**config.mk**
```make
export PLATFORM = sky130hd
export DESIGN_NAME = operand_sequencer_flat
export DESIGN_NICKNAME = d
export VERILOG_FILES = /design/src/rtl/operand_sequencer_if.sv /design/src/rtl/operand_sequencer.sv /design/src/flat_wrapper.sv
export SDC_FILE = /design/constraint.sdc
export NUM_CORES = 1
export LEC_CHECK = 0
export CAP_MARGIN = 15
export CORE_ASPECT_RATIO = 0.75
export CORE_MARGIN = 1.5
export CORE_UTILIZATION = 47
export CTS_CLUSTER_SIZE = 10
export DETAILED_ROUTE_END_ITERATION = 16
export PLACE_DENSITY = 0.86
export REMOVE_ABC_BUFFERS = 1
export SETUP_SLACK_MARGIN = 0.1
export SYNTH_ARGS = -nofsm -noshare
export SYNTH_HDL_FRONTEND = slang
export SYNTH_SLANG_ARGS = --single-unit
```
**constraint.sdc**
```tcl
create_clock -name clk -period 2.2 [get_ports clk]
set_clock_uncertainty 0.2 [all_clocks]
set_input_delay 0.33 -clock clk [delete_from_list [all_inputs] [get_ports clk]]
set_output_delay 0.33 -clock clk [all_outputs]
set_load 0.005 [all_outputs]
```
**src/rtl/operand_sequencer_if.sv**
```systemverilog
// Operand stream and buffer write bus for the operand sequencer.
// Master drives operands and watches writes; slave is the sequencer.
interface operand_sequencer_if #(
    parameter int DATA_W = 8
);
    logic              in_valid;
    logic [DATA_W-1:0] in_data;
    logic              in_ready;
    logic              wr_en;
    logic              wr_sel;
    logic [5:0]        wr_addr;
    logic [DATA_W-1:0] wr_data;

    modport master (
        output in_valid, in_data,
        input  in_ready, wr_en, wr_sel, wr_addr, wr_data
    );

    modport slave (
        input  in_valid, in_data,
        output in_ready, wr_en, wr_sel, wr_addr, wr_data
    );
endinterface

```
**src/rtl/operand_sequencer.sv**
```systemverilog
// Operand load and multiply-step sequencer for the matrix-multiply engine.
// Loads 64 A words then 32 X words, then walks 4 columns x 8 steps.
module operand_sequencer #(
    parameter int DATA_W  = 8,
    parameter int A_WORDS = 64,
    parameter int X_WORDS = 32
) (
    input  logic                clk,
    input  logic                rst,
    input  logic                start_in,
    input  logic                input_load_en,
    input  logic                ALU_en,
    operand_sequencer_if.slave  bus,
    output logic                aload_done,
    output logic                xload_done,
    output logic [2:0]          count_mul,
    output logic [1:0]          col_idx,
    output logic [4:0]          x_rd_addr,
    output logic [2:0]          a_rd_k,
    output logic                ALU_done
);

    typedef enum logic [2:0] {
        IDLE, LOAD_A, LOAD_X, WAIT_MUL, MUL
    } state_t;

    state_t     state, state_nx;
    logic [5:0] load_cnt;
    logic       rdy, accept, step;
    logic       last_a, last_x, last_step;

    // State register
    always_ff @(posedge clk or negedge rst) begin
        if (!rst) state <= IDLE;
        else      state <= state_nx;
    end

    // Next-state: MUL lingers through the ALU_done cycle so a start
    // pulse coincident with ALU_done is ignored
    always_comb begin
        state_nx = state;
        unique case (state)
            IDLE:     if (start_in)  state_nx = LOAD_A;
            LOAD_A:   if (last_a)    state_nx = LOAD_X;
            LOAD_X:   if (last_x)    state_nx = WAIT_MUL;
            WAIT_MUL: if (step)      state_nx = MUL;
            MUL:      if (ALU_done)  state_nx = IDLE;
            default:                 state_nx = IDLE;
        endcase
    end

    // Combinational handshake and step qualifiers
    always_comb begin
        rdy       = input_load_en &&
                    (state == LOAD_A || state == LOAD_X);
        accept    = bus.in_valid && rdy;
        step      = ALU_en && (state == WAIT_MUL ||
                    (state == MUL && !ALU_done));
        last_a    = accept && state == LOAD_A &&
                    load_cnt == 6'(A_WORDS - 1);
        last_x    = accept && state == LOAD_X &&
                    load_cnt == 6'(X_WORDS - 1);
        last_step = step && count_mul == 3'd7 &&
                    col_idx == 2'd3;
        bus.in_ready = rdy;
    end

    // Registered write bus, load counter, done flags and step counters
    always_ff @(posedge clk or negedge rst) begin
        if (!rst) begin
            bus.wr_en   <= 1'b0;
            bus.wr_sel  <= 1'b0;
            bus.wr_addr <= '0;
            bus.wr_data <= '0;
            load_cnt    <= '0;
            aload_done  <= 1'b0;
            xload_done  <= 1'b0;
            count_mul   <= '0;
            col_idx     <= '0;
            ALU_done    <= 1'b0;
        end else begin
            bus.wr_en <= accept;
            ALU_done  <= last_step;
            if (accept) begin
                bus.wr_sel  <= (state == LOAD_X);
                bus.wr_addr <= load_cnt;
                bus.wr_data <= bus.in_data;
                load_cnt    <= (last_a || last_x) ? 6'd0
                                                  : load_cnt + 6'd1;
            end
            if (last_a) aload_done <= 1'b1;
            if (last_x) xload_done <= 1'b1;
            if (state == IDLE && start_in) begin
                load_cnt   <= '0;
                aload_done <= 1'b0;
                xload_done <= 1'b0;
                count_mul  <= '0;
                col_idx    <= '0;
            end
            if (step) begin
                count_mul <= count_mul + 3'd1;
                if (count_mul == 3'd7) col_idx <= col_idx + 2'd1;
            end
        end
    end

    assign x_rd_addr = {col_idx, count_mul};
    assign a_rd_k    = count_mul;

endmodule

```
**src/flat_wrapper.sv**
```systemverilog
// flat-port wrapper written by rule: the top's interface ports become plain ports
module operand_sequencer_flat 
#(
    parameter int DATA_W  = 8,
    parameter int A_WORDS = 64,
    parameter int X_WORDS = 32
)
  (clk, rst, start_in, input_load_en, ALU_en, aload_done, xload_done, count_mul, col_idx, x_rd_addr, a_rd_k, ALU_done, bus_in_valid, bus_in_data, bus_in_ready, bus_wr_en, bus_wr_sel, bus_wr_addr, bus_wr_data);
  operand_sequencer_if #(.DATA_W(DATA_W)) bus_i ();
  input  logic clk;
  input  logic rst;
  input  logic start_in;
  input  logic input_load_en;
  input  logic ALU_en;
  output logic aload_done;
  output logic xload_done;
  output logic [2:0] count_mul;
  output logic [1:0] col_idx;
  output logic [4:0] x_rd_addr;
  output logic [2:0] a_rd_k;
  output logic ALU_done;
  input wire logic [$bits(bus_i.in_valid)-1:0] bus_in_valid;
  input wire logic [$bits(bus_i.in_data)-1:0] bus_in_data;
  output wire logic [$bits(bus_i.in_ready)-1:0] bus_in_ready;
  output wire logic [$bits(bus_i.wr_en)-1:0] bus_wr_en;
  output wire logic [$bits(bus_i.wr_sel)-1:0] bus_wr_sel;
  output wire logic [$bits(bus_i.wr_addr)-1:0] bus_wr_addr;
  output wire logic [$bits(bus_i.wr_data)-1:0] bus_wr_data;
  assign bus_i.in_valid = bus_in_valid;
  assign bus_i.in_data = bus_in_data;
  assign bus_in_ready = bus_i.in_ready;
  assign bus_wr_en = bus_i.wr_en;
  assign bus_wr_sel = bus_i.wr_sel;
  assign bus_wr_addr = bus_i.wr_addr;
  assign bus_wr_data = bus_i.wr_data;
  operand_sequencer #(.DATA_W(DATA_W), .A_WORDS(A_WORDS), .X_WORDS(X_WORDS)) u_core (.clk(clk), .rst(rst), .start_in(start_in), .input_load_en(input_load_en), .ALU_en(ALU_en), .bus(bus_i), .aload_done(aload_done), .xload_done(xload_done), .count_mul(count_mul), .col_idx(col_idx), .x_rd_addr(x_rd_addr), .a_rd_k(a_rd_k), .ALU_done(ALU_done));
endmodule
```
* Yosys cells after proc, flatten, opt, wreduce, memory -nomap -nowiden *
Index checks and enable logic that the tools add are counted.

cells by class
  shift operators = 0
  div/mod/pow operators = 0
  bitwise operators = 0
  reduce and logical (&&, ||, !) cells = 21
  $lt $le $gt $ge = 0
  equality and inequality tests = 13
  multipliers = 0
  multiplexer cells = 18
  add/subtract/negate cells = 3

operators with widths
  operator             count
  $mux 3               7
  $mux 6               3
  $pmux 3 s5           1
  $logic_and 1x1->1    11
  $ne 2x1->1 const B   4
  $reduce_bool 2->1    4
  $add 6x1->6 const B  1
  $eq 3x2->1 const B   2
  $eq 3x3->1 const B   2
  $eq 6x5->1 const B   1
  $eq 6x6->1 const B   1
  $mux 2               3
  $reduce_and 5->1     1
  $mux 1               4
  $add 3x1->3 const B  1
  $eq 3x1->1 const B   1
  $logic_not 3->1      1
  $logic_or 1x1->1     3
  $add 2x1->2 const B  1
  $eq 2x2->1 const B   1
  $ne 2x2->1 const B   1
  $logic_not 1->1      1

storage, ports and cells
  memory bits (writable) = 0
  register bits = 33
  memories = 0
  ROM bits = 0
  latch bits = 0
  input port bits = 14

* Longest topological paths before layout *
Gate-level depths: netlist (run 1).

  depth after elaboration = 10
  mapped depth = 7
  gate-level depth less buffers = 5

* Least setup slack after synthesis (run 1) *
Ideal clock, no wire load.

  path type = reg2reg
  start point = register u_core.state[2]
  end point = register u_core.load_cnt[3]
  data required time = 1.870 ns
  slack = 0.500 ns
  data arrival time = 1.370 ns
  library setup time = 0.130 ns
  period minus slack after synthesis = 1.700 ns
  stages on the path, launching flop included = 6
  cell sequence = dfrtp_1 -> clkbuf_2 -> nand3b_1 -> or3_4 -> o21ai_0 -> a31oi_1

between the ends
  longest elaborated chain between the ends = 10
  elaborated cells between the ends (all ways) = 16
  those cells by class = eq/ne: 2; mux: 3; reduce/logical: 11

RTL lines
  element                                                    RTL line                                                                   source
  start: declaration                                         operand_sequencer.sv:27                                                    state_t state, state_nx;
  start signal: assignment                                   operand_sequencer.sv:35                                                    else state <= state_nx;
  $eq 3x1->1 or $eq 3x2->1 (tied branches)                   operand_sequencer.sv:55, operand_sequencer.sv:59, operand_sequencer.sv:61
  $logic_or 1x1->1                                           operand_sequencer.sv:55                                                    (state == LOAD_A || state == LOAD_X);
  $logic_and 1x1->1                                          operand_sequencer.sv:54                                                    rdy = input_load_en &&
  $logic_and 1x1->1                                          operand_sequencer.sv:56                                                    accept = bus.in_valid && rdy;
  $logic_and 1x1->1, on equally long branches (2 in series)  operand_sequencer.sv:59, operand_sequencer.sv:61
  $logic_or 1x1->1                                           operand_sequencer.sv:88                                                    load_cnt <= (last_a || last_x) ? 6'd0
  $mux 6                                                     operand_sequencer.sv:88
  $mux 6                                                     operand_sequencer.sv:84                                                    if (accept) begin
  $mux 6                                                     operand_sequencer.sv:93                                                    if (state == IDLE && start_in) begin
  end signal: assignment                                     operand_sequencer.sv:88
  end: declaration                                           operand_sequencer.sv:28                                                    logic [5:0] load_cnt;

Parallel ways exist; a longest one is shown, timed or not. The select of a mux whose other input is x is not followed.
A chain may end at the register's enable or synchronous reset.

* Final worst setup path (run 1) *
  start point = register u_core.state[1]
  end point = output bus_in_ready

between the ends
  longest elaborated chain between the ends = 3
  elaborated cells between the ends (all ways) = 4
  those cells by class = eq/ne: 2; reduce/logical: 2

RTL lines
  element                                   RTL line                 source
  $eq 3x1->1 or $eq 3x2->1 (tied branches)  operand_sequencer.sv:55
  $logic_or 1x1->1 *                        operand_sequencer.sv:55
  $logic_and 1x1->1 *                       operand_sequencer.sv:54
  end: declaration                          flat_wrapper.sv:24       output wire logic [$bits(bus_i.in_ready)-1:0] bus_in_ready;

Every way passes the cells marked *; elsewhere a longest branch is shown, timed or not.

==> results of run 1 <==
==> cell usage after synthesis, types with 2 or more instances <==
master / instances
dfrtp_1: 33
a31oi_1: 2
nor3_1: 3
nand3_1: 4
clkbuf_8: 2
inv_1: 5
buf_2: 3
ha_1: 4
nand2_1: 53
o21ai_0: 6
nor2_1: 10
nand4_1: 2
nand3b_1: 2
a21o_1: 2
buf_4: 9
a21oi_1: 3
nor4_1: 2
mux2i_1: 5
xor2_1: 3
==> layer usage <==
metal	up-vias	track usage (%)	wire, µm
li1	655	-	-
met1	601	24.2	1550
met2	45	29.3	1430
met3	2	5.89	240
met4	0	5.77	22
met5	-	0	0
==> critical path: stages, from the launching register on <==
cell and delay [ns]:
dfrtp_1 0.41, xnor2_2 0.29, nor3b_1 0.08, dlygate4sd2_1 0.27
==> power breakdown <==
part           total (µW)  switching (µW)  internal, µW
combinational         295             119           176
clock                 453             205           248
sequential            777            78.5           698
==> cells by family after synthesis <==
kind of cell,after synthesis
flip-flops,33
AND/OR/NAND/NOR,85
adder cells (fa/ha/maj),4
AO/OA/AOI/OAI,21
buffers and inverters,21
multiplexers,5
XOR/XNOR,4
==> through the flow <==
step	setup WS, ns	power [µW]	hold WS [ns]
2_1_floorplan	0.165	898	-0.166
3_3_place_gp	0.162	1070	0.258
3_5_place_dp	0.150	1090	0.265
4_1_cts	0.322	1540	0.264
5_1_grt	0.223	1620	0.290
6_report	0.327	1530	0.249
==> flip-flops by register name (all words and copies together), names as in the netlist <==
name / cells
u_core.bus.wr_en: 1
u_core.bus.wr_addr: 6
u_core.xload_done: 1
u_core.bus.wr_sel: 1
u_core.state: 3
u_core.load_cnt: 6
u_core.a_rd_k: 3
u_core.ALU_done: 1
u_core.bus.wr_data: 8
u_core.col_idx: 2
u_core.aload_done: 1
==> area by class of cell <==
| cell class | instances | area [µm²] |
|---|---|---|
| Fill cell | 272 | 1160 |
| Sequential cell | 33 | 826 |
| Multi-Input combinational cell | 119 | 687 |
| Timing Repair Buffer | 52 | 504 |
| Clock buffer | 7 | 86.3 |
| Tap cell | 40 | 50.0 |
| Inverter | 6 | 22.5 |
==> worst paths after layout <==
kind                                                        start                                end  slack (ns)  cells after the start
max in group asynchronous                                     rst       u_core.a_rd_k[1]$_DFFE_PN0P_        1.25                      2
worst min register to register  u_core.bus.wr_data[6]$_DFFE_PN0N_  u_core.bus.wr_data[6]$_DFFE_PN0N_        0.28                      2
worst max register to register        u_core.state[0]$_DFFE_PN0P_     u_core.load_cnt[0]$_DFFE_PN0P_        0.33                      5
worst min-delay path                                          rst      u_core.aload_done$_DFFE_PN0P_        0.25                      2
worst max-delay path                  u_core.state[1]$_DFFE_PN0P_                       bus_in_ready        0.33                      3
min in group clk                u_core.bus.wr_data[6]$_DFFE_PN0N_  u_core.bus.wr_data[6]$_DFFE_PN0N_        0.28                      2
==> metrics.yaml, run 1 <==
run_status:
  status: "finished with violations"
  violations: "design-rule violations"
clock_tree:
  cts_setup_buffers: 0
  clock_sinks: 33
  cts-root-buf: "clkbuf_8"
  cts_buffers: 5
  clk_pin_slew_ns: 0.07
  cts_buffer_depth: 2
  h-tree-depth: 2
  insertion_delay_ns: 0.28
  holdBufCountCts: 0
  cts_resized: 1
  cts_tree: "built"
floorplanning:
  start_util_pct: 49.5
  rows: 18
  die_x_um: 71.4
  die_area_um2: 3880
  core_region_area_um2: 3330
  die_y_um: 54.3
  io_pins: 47
placed_design:
  dp_cells: 250
  place_congestion: 0.848
  place_area_um2: 2090
  port_buffers: 46
  place.detailed.hpwl_mm: 2.30
finish:
  drive_gt1_share_pct: 9.68
  final_area_um2: 2180
  area_growth_pct: 31.8
  postLayoutCoreUtil_pct: 65.3
  final_common_cell: "nand2_1"
  final_nets: 235
  mostFrequentLayoutCells: "nand2_1 (53), clkdlybuf4s50_1 (45), dfrtp_1 (33)"
  instances_no_fill: 257
  antennaDiodeCount: 0
yosys:
  synth.cell_area_um2: 1650
  yosysTopAreaCell: "dfrtp_1"
  yosysTopAreaCellShare_pct: 50.0
  ys_ff_latch: 33
  syn_area_per_cell_um2: 9.54
  netlist_top_cells_area: "dfrtp_1 (50%), nand2_1 (12%), buf_4 (4.1%), ha_1 (3.0%), mux2i_1 (3.0%)"
  synthArstFlopShare_pct: 100
  synth_enable_flop_cells: 0
  synth_top_family_by_area: "simple AND/OR/NAND/NOR gates"
  muxShareOfSynthArea_pct: 3.03
  yosys.area_share.simple_pct: 24.0
  ys_types: 39
  synth_compound_gate_area_share_pct: 8.95
  synthXorXnorAreaFrac_pct: 2.58
  synthAdderAreaFrac_pct: 3.03
  yosysWarningCount: 0
  synth-seq-area-share_pct: 50.0
  synthCells: 173
  synthFlopType: "dfrtp_1"
timing:
  hold_viol_final: 0
  max_slew_margin_pct: 72.6
  tightest_slew_ns: 0.410
  fmax_mhz: 534
  rsz0062_at_grt: "false"
  fin_crit_ns: 1.87
  fin_setup_tns_ns: 0
  drv_slew: 0
  setup_viol: 0
  post-route-period-util_pct: 85.1
route:
  wl_per_cell_um: 12.6
  via_per_inst: 5.07
  drt-total-wl_mm: 3.24
  vias: 1303
  postRouteAntennaNets: 0
  drt_iter0_drc: 104
  drc_errors: 4
  first_pass_iters: 10
critical_path:
  required_ns: 1.67
  crit_path_start_kind: "flop"
  cp_max_fo: 6
  end_kind: "output pin"
  cp_data_arrival_time_ns: 1.34
  crit_type: "reg2out"
pwr:
  vdd_drop_max_uv: 480
  p_leak_uw: 0.00103
  power_density_nw_per_um2: 701
global_routing:
  grt_start_max_net_pins: 34
  grt_use_total_pct: 18.4
  grt_pass1_wl_mm: 5.35
  overflow: 0
  grt_pass1_vias: 1175
  grt_antenna_before_repair: 0
min_path:
  min_path_type: "in2async"
flow_run:
  cap_violations: 0
(Power assumes the default switching activity.)
==> run 2, diff against run 1 <==
CELL_PAD_IN_SITES_DETAIL_PLACEMENT = 1   (was unset)
CELL_PAD_IN_SITES_GLOBAL_PLACEMENT = 1   (was unset)
CORE_UTILIZATION = 35   (was 47)
PLACE_DENSITY = 0.85   (was 0.86)
==> run 2 against run 1 <==
Effect of this change: the flow now finishes without violations; worst hold slack got worse by 0.0055 ns; critical path type is now reg2reg; critical path depth increased by 2; largest cell class unchanged; power rose by 4.7%; cell count rose by 8.2%; non-clock buffer count grew 3; maximum frequency is 0.15% higher; clock-buffer cell count unchanged.
==> metrics.yaml, run 2 (same netlist as run 1, synthesis figures left out) <==
clock_tree:
  h-tree-depth: 2
  clk_pin_slew_ns: 0.07
  holdBufCountCts: 0
  cts_buffer_depth: 2
  cts-root-buf: "clkbuf_8"
  clock_sinks: 33
  cts_buffers: 5
  cts_tree: "built"
  insertion_delay_ns: 0.29
critical_path:
  reg2reg_to: "u_core.load_cnt[0]$_DFFE_PN0P_"
  cp_data_arrival_time_ns: 1.83
  endpoint: "u_core.load_cnt[0]$_DFFE_PN0P_"
  cp_max_fo: 5
  required_ns: 2.16
  timing.rr.start: "u_core.load_cnt[0]$_DFFE_PN0P_"
  end_kind: "flop"
  cp-startpoint: "u_core.load_cnt[0]$_DFFE_PN0P_"
  r2r_cells: 5
  ff2ff_setup_slack_ns: 0.33
  crit_type: "reg2reg"
  crit_path_start_kind: "flop"
timing:
  fmax_mhz: 535
  tightest_slew_ns: 0.439
  fin_setup_tns_ns: 0
  rsz0062_at_grt: "false"
  max_slew_margin_pct: 70.8
  post-route-period-util_pct: 85.0
  fin_ws_ns: 0.330
  fin_crit_ns: 1.87
  setup_viol: 0
  hold_viol_final: 0
  drv_slew: 0
finish:
  antennaDiodeCount: 0
  instances_no_fill: 278
  final_nets: 238
  largest_register_ffs: 8
  final_area_um2: 2240
  final_common_cell: "nand2_1"
  mostFrequentLayoutCells: "nand2_1 (53), clkdlybuf4s50_1 (45), dfrtp_1 (33)"
  reg_top3: "u_core.bus.wr_data x8, u_core.bus.wr_addr x6, u_core.load_cnt x6"
  top_register: "u_core.bus.wr_data"
  drive_gt1_share_pct: 12.2
  area_growth_pct: 35.9
floorplanning:
  io_pins: 47
  die_y_um: 62.5
  core_region_area_um2: 4490
  die_area_um2: 5140
  start_util_pct: 36.7
  die_x_um: 82.3
  rows: 21
run_status:
  status: "completed"
pwr:
  vdd_drop_max_uv: 362
  power_density_nw_per_um2: 711
  p_leak_uw: 0.00107
global_routing:
  grt_antenna_before_repair: 0
  grt_pass1_wl_mm: 6.96
  grt_use_total_pct: 18.2
  grt_pass1_vias: 1404
  grt_start_max_net_pins: 34
  overflow: 0
placed_design:
  port_buffers: 46
  place_area_um2: 2130
  dp_cells: 269
  dp_worst_setup_slack_ns: 0.0771
  place_congestion: 0.771
  place.detailed.hpwl_mm: 3.03
flow_run:
  cap_violations: 0
route:
  wl_per_cell_um: 14.6
  postRouteAntennaNets: 0
  drt_iter0_drc: 69
  vias: 1368
  via_per_inst: 4.92
  drc_errors: 0
  first_pass_iters: 4
  drt-total-wl_mm: 4.06
min_path:
  min_path_type: "in2async"
## run 2: cell count changes in the layout (fill, tap and decap cells not counted)
cell	before	now
clkbuf_8	6	7
buf_4	6	9
clkinv_2	0	1
nor3b_2	0	1
dlygate4sd2_1	1	0
dlymetal6s2s_1	0	1
clkbuf_1	1	0
nor3b_1	1	0
## run 2: power breakdown
part / internal, µW / total, µW / switching, µW
Clock: 283 / 509 / 226
Combinational: 179 / 305 / 125
Sequential: 698 / 783 / 84.9
## run 2: worst min-delay path by stage
stage	slack, ns	startpoint	endpoint
after global routing	0.29	rst	u_core.bus.wr_sel$_DFFE_PN0N_
final	0.24	rst	u_core.bus.wr_sel$_DFFE_PN0N_
after CTS	0.27	rst	u_core.load_cnt[3]$_DFFE_PN0P_
after global placement	0.26	u_core.bus.wr_addr[5]$_DFFE_PN0N_	u_core.bus.wr_addr[5]$_DFFE_PN0N_
after detailed placement	0.26	u_core.bus.wr_data[1]$_DFFE_PN0N_	u_core.bus.wr_data[1]$_DFFE_PN0N_
after floorplan	-0.17	rst	u_core.ALU_done$_DFF_PN0_
## run 2: metal layers
metal	GRT usage [%]	up-vias	routed length, µm
met3	5.69	5	264
met2	26.9	35	1860
met5	0	-	0
met1	24.4	669	1880
met4	7.63	0	56
li1	-	659	-
## run 2: layout make-up
class,count,area [µm²]
fillers,521,2250
inverters,6,22.5
well taps,57,71.3
repair buffers,55,531
flip-flops and latches,33,826
clock buffers,7,96.3
clock inverters,1,5.00
multi-input cells,119,692
## run 2: critical path, stage by stage (launching register included)
cell and delay (ns):
dfrtp_1 0.42, ha_1 0.22, nand4_1 0.20, or3_4 0.43, o21ai_0 0.19, a21oi_1 0.08
## run 2: metrics by stage
stage          utilization (%)  hold slack (ns)  power (µW)
2_1_floorplan                -           -0.166         898
3_3_place_gp              47.3            0.256        1080
3_5_place_dp              47.3            0.264        1100
4_1_cts                   49.9            0.267        1630
5_1_grt                   49.9            0.285        1710
6_report                  49.9            0.244        1600
## run 2: repair_timing
item | in CTS | in global routing
pin swaps | 1 | 0
resized for setup | 1 | 1
endpoints found under the setup margin | 1 | 1
setup buffers | 1 | 0
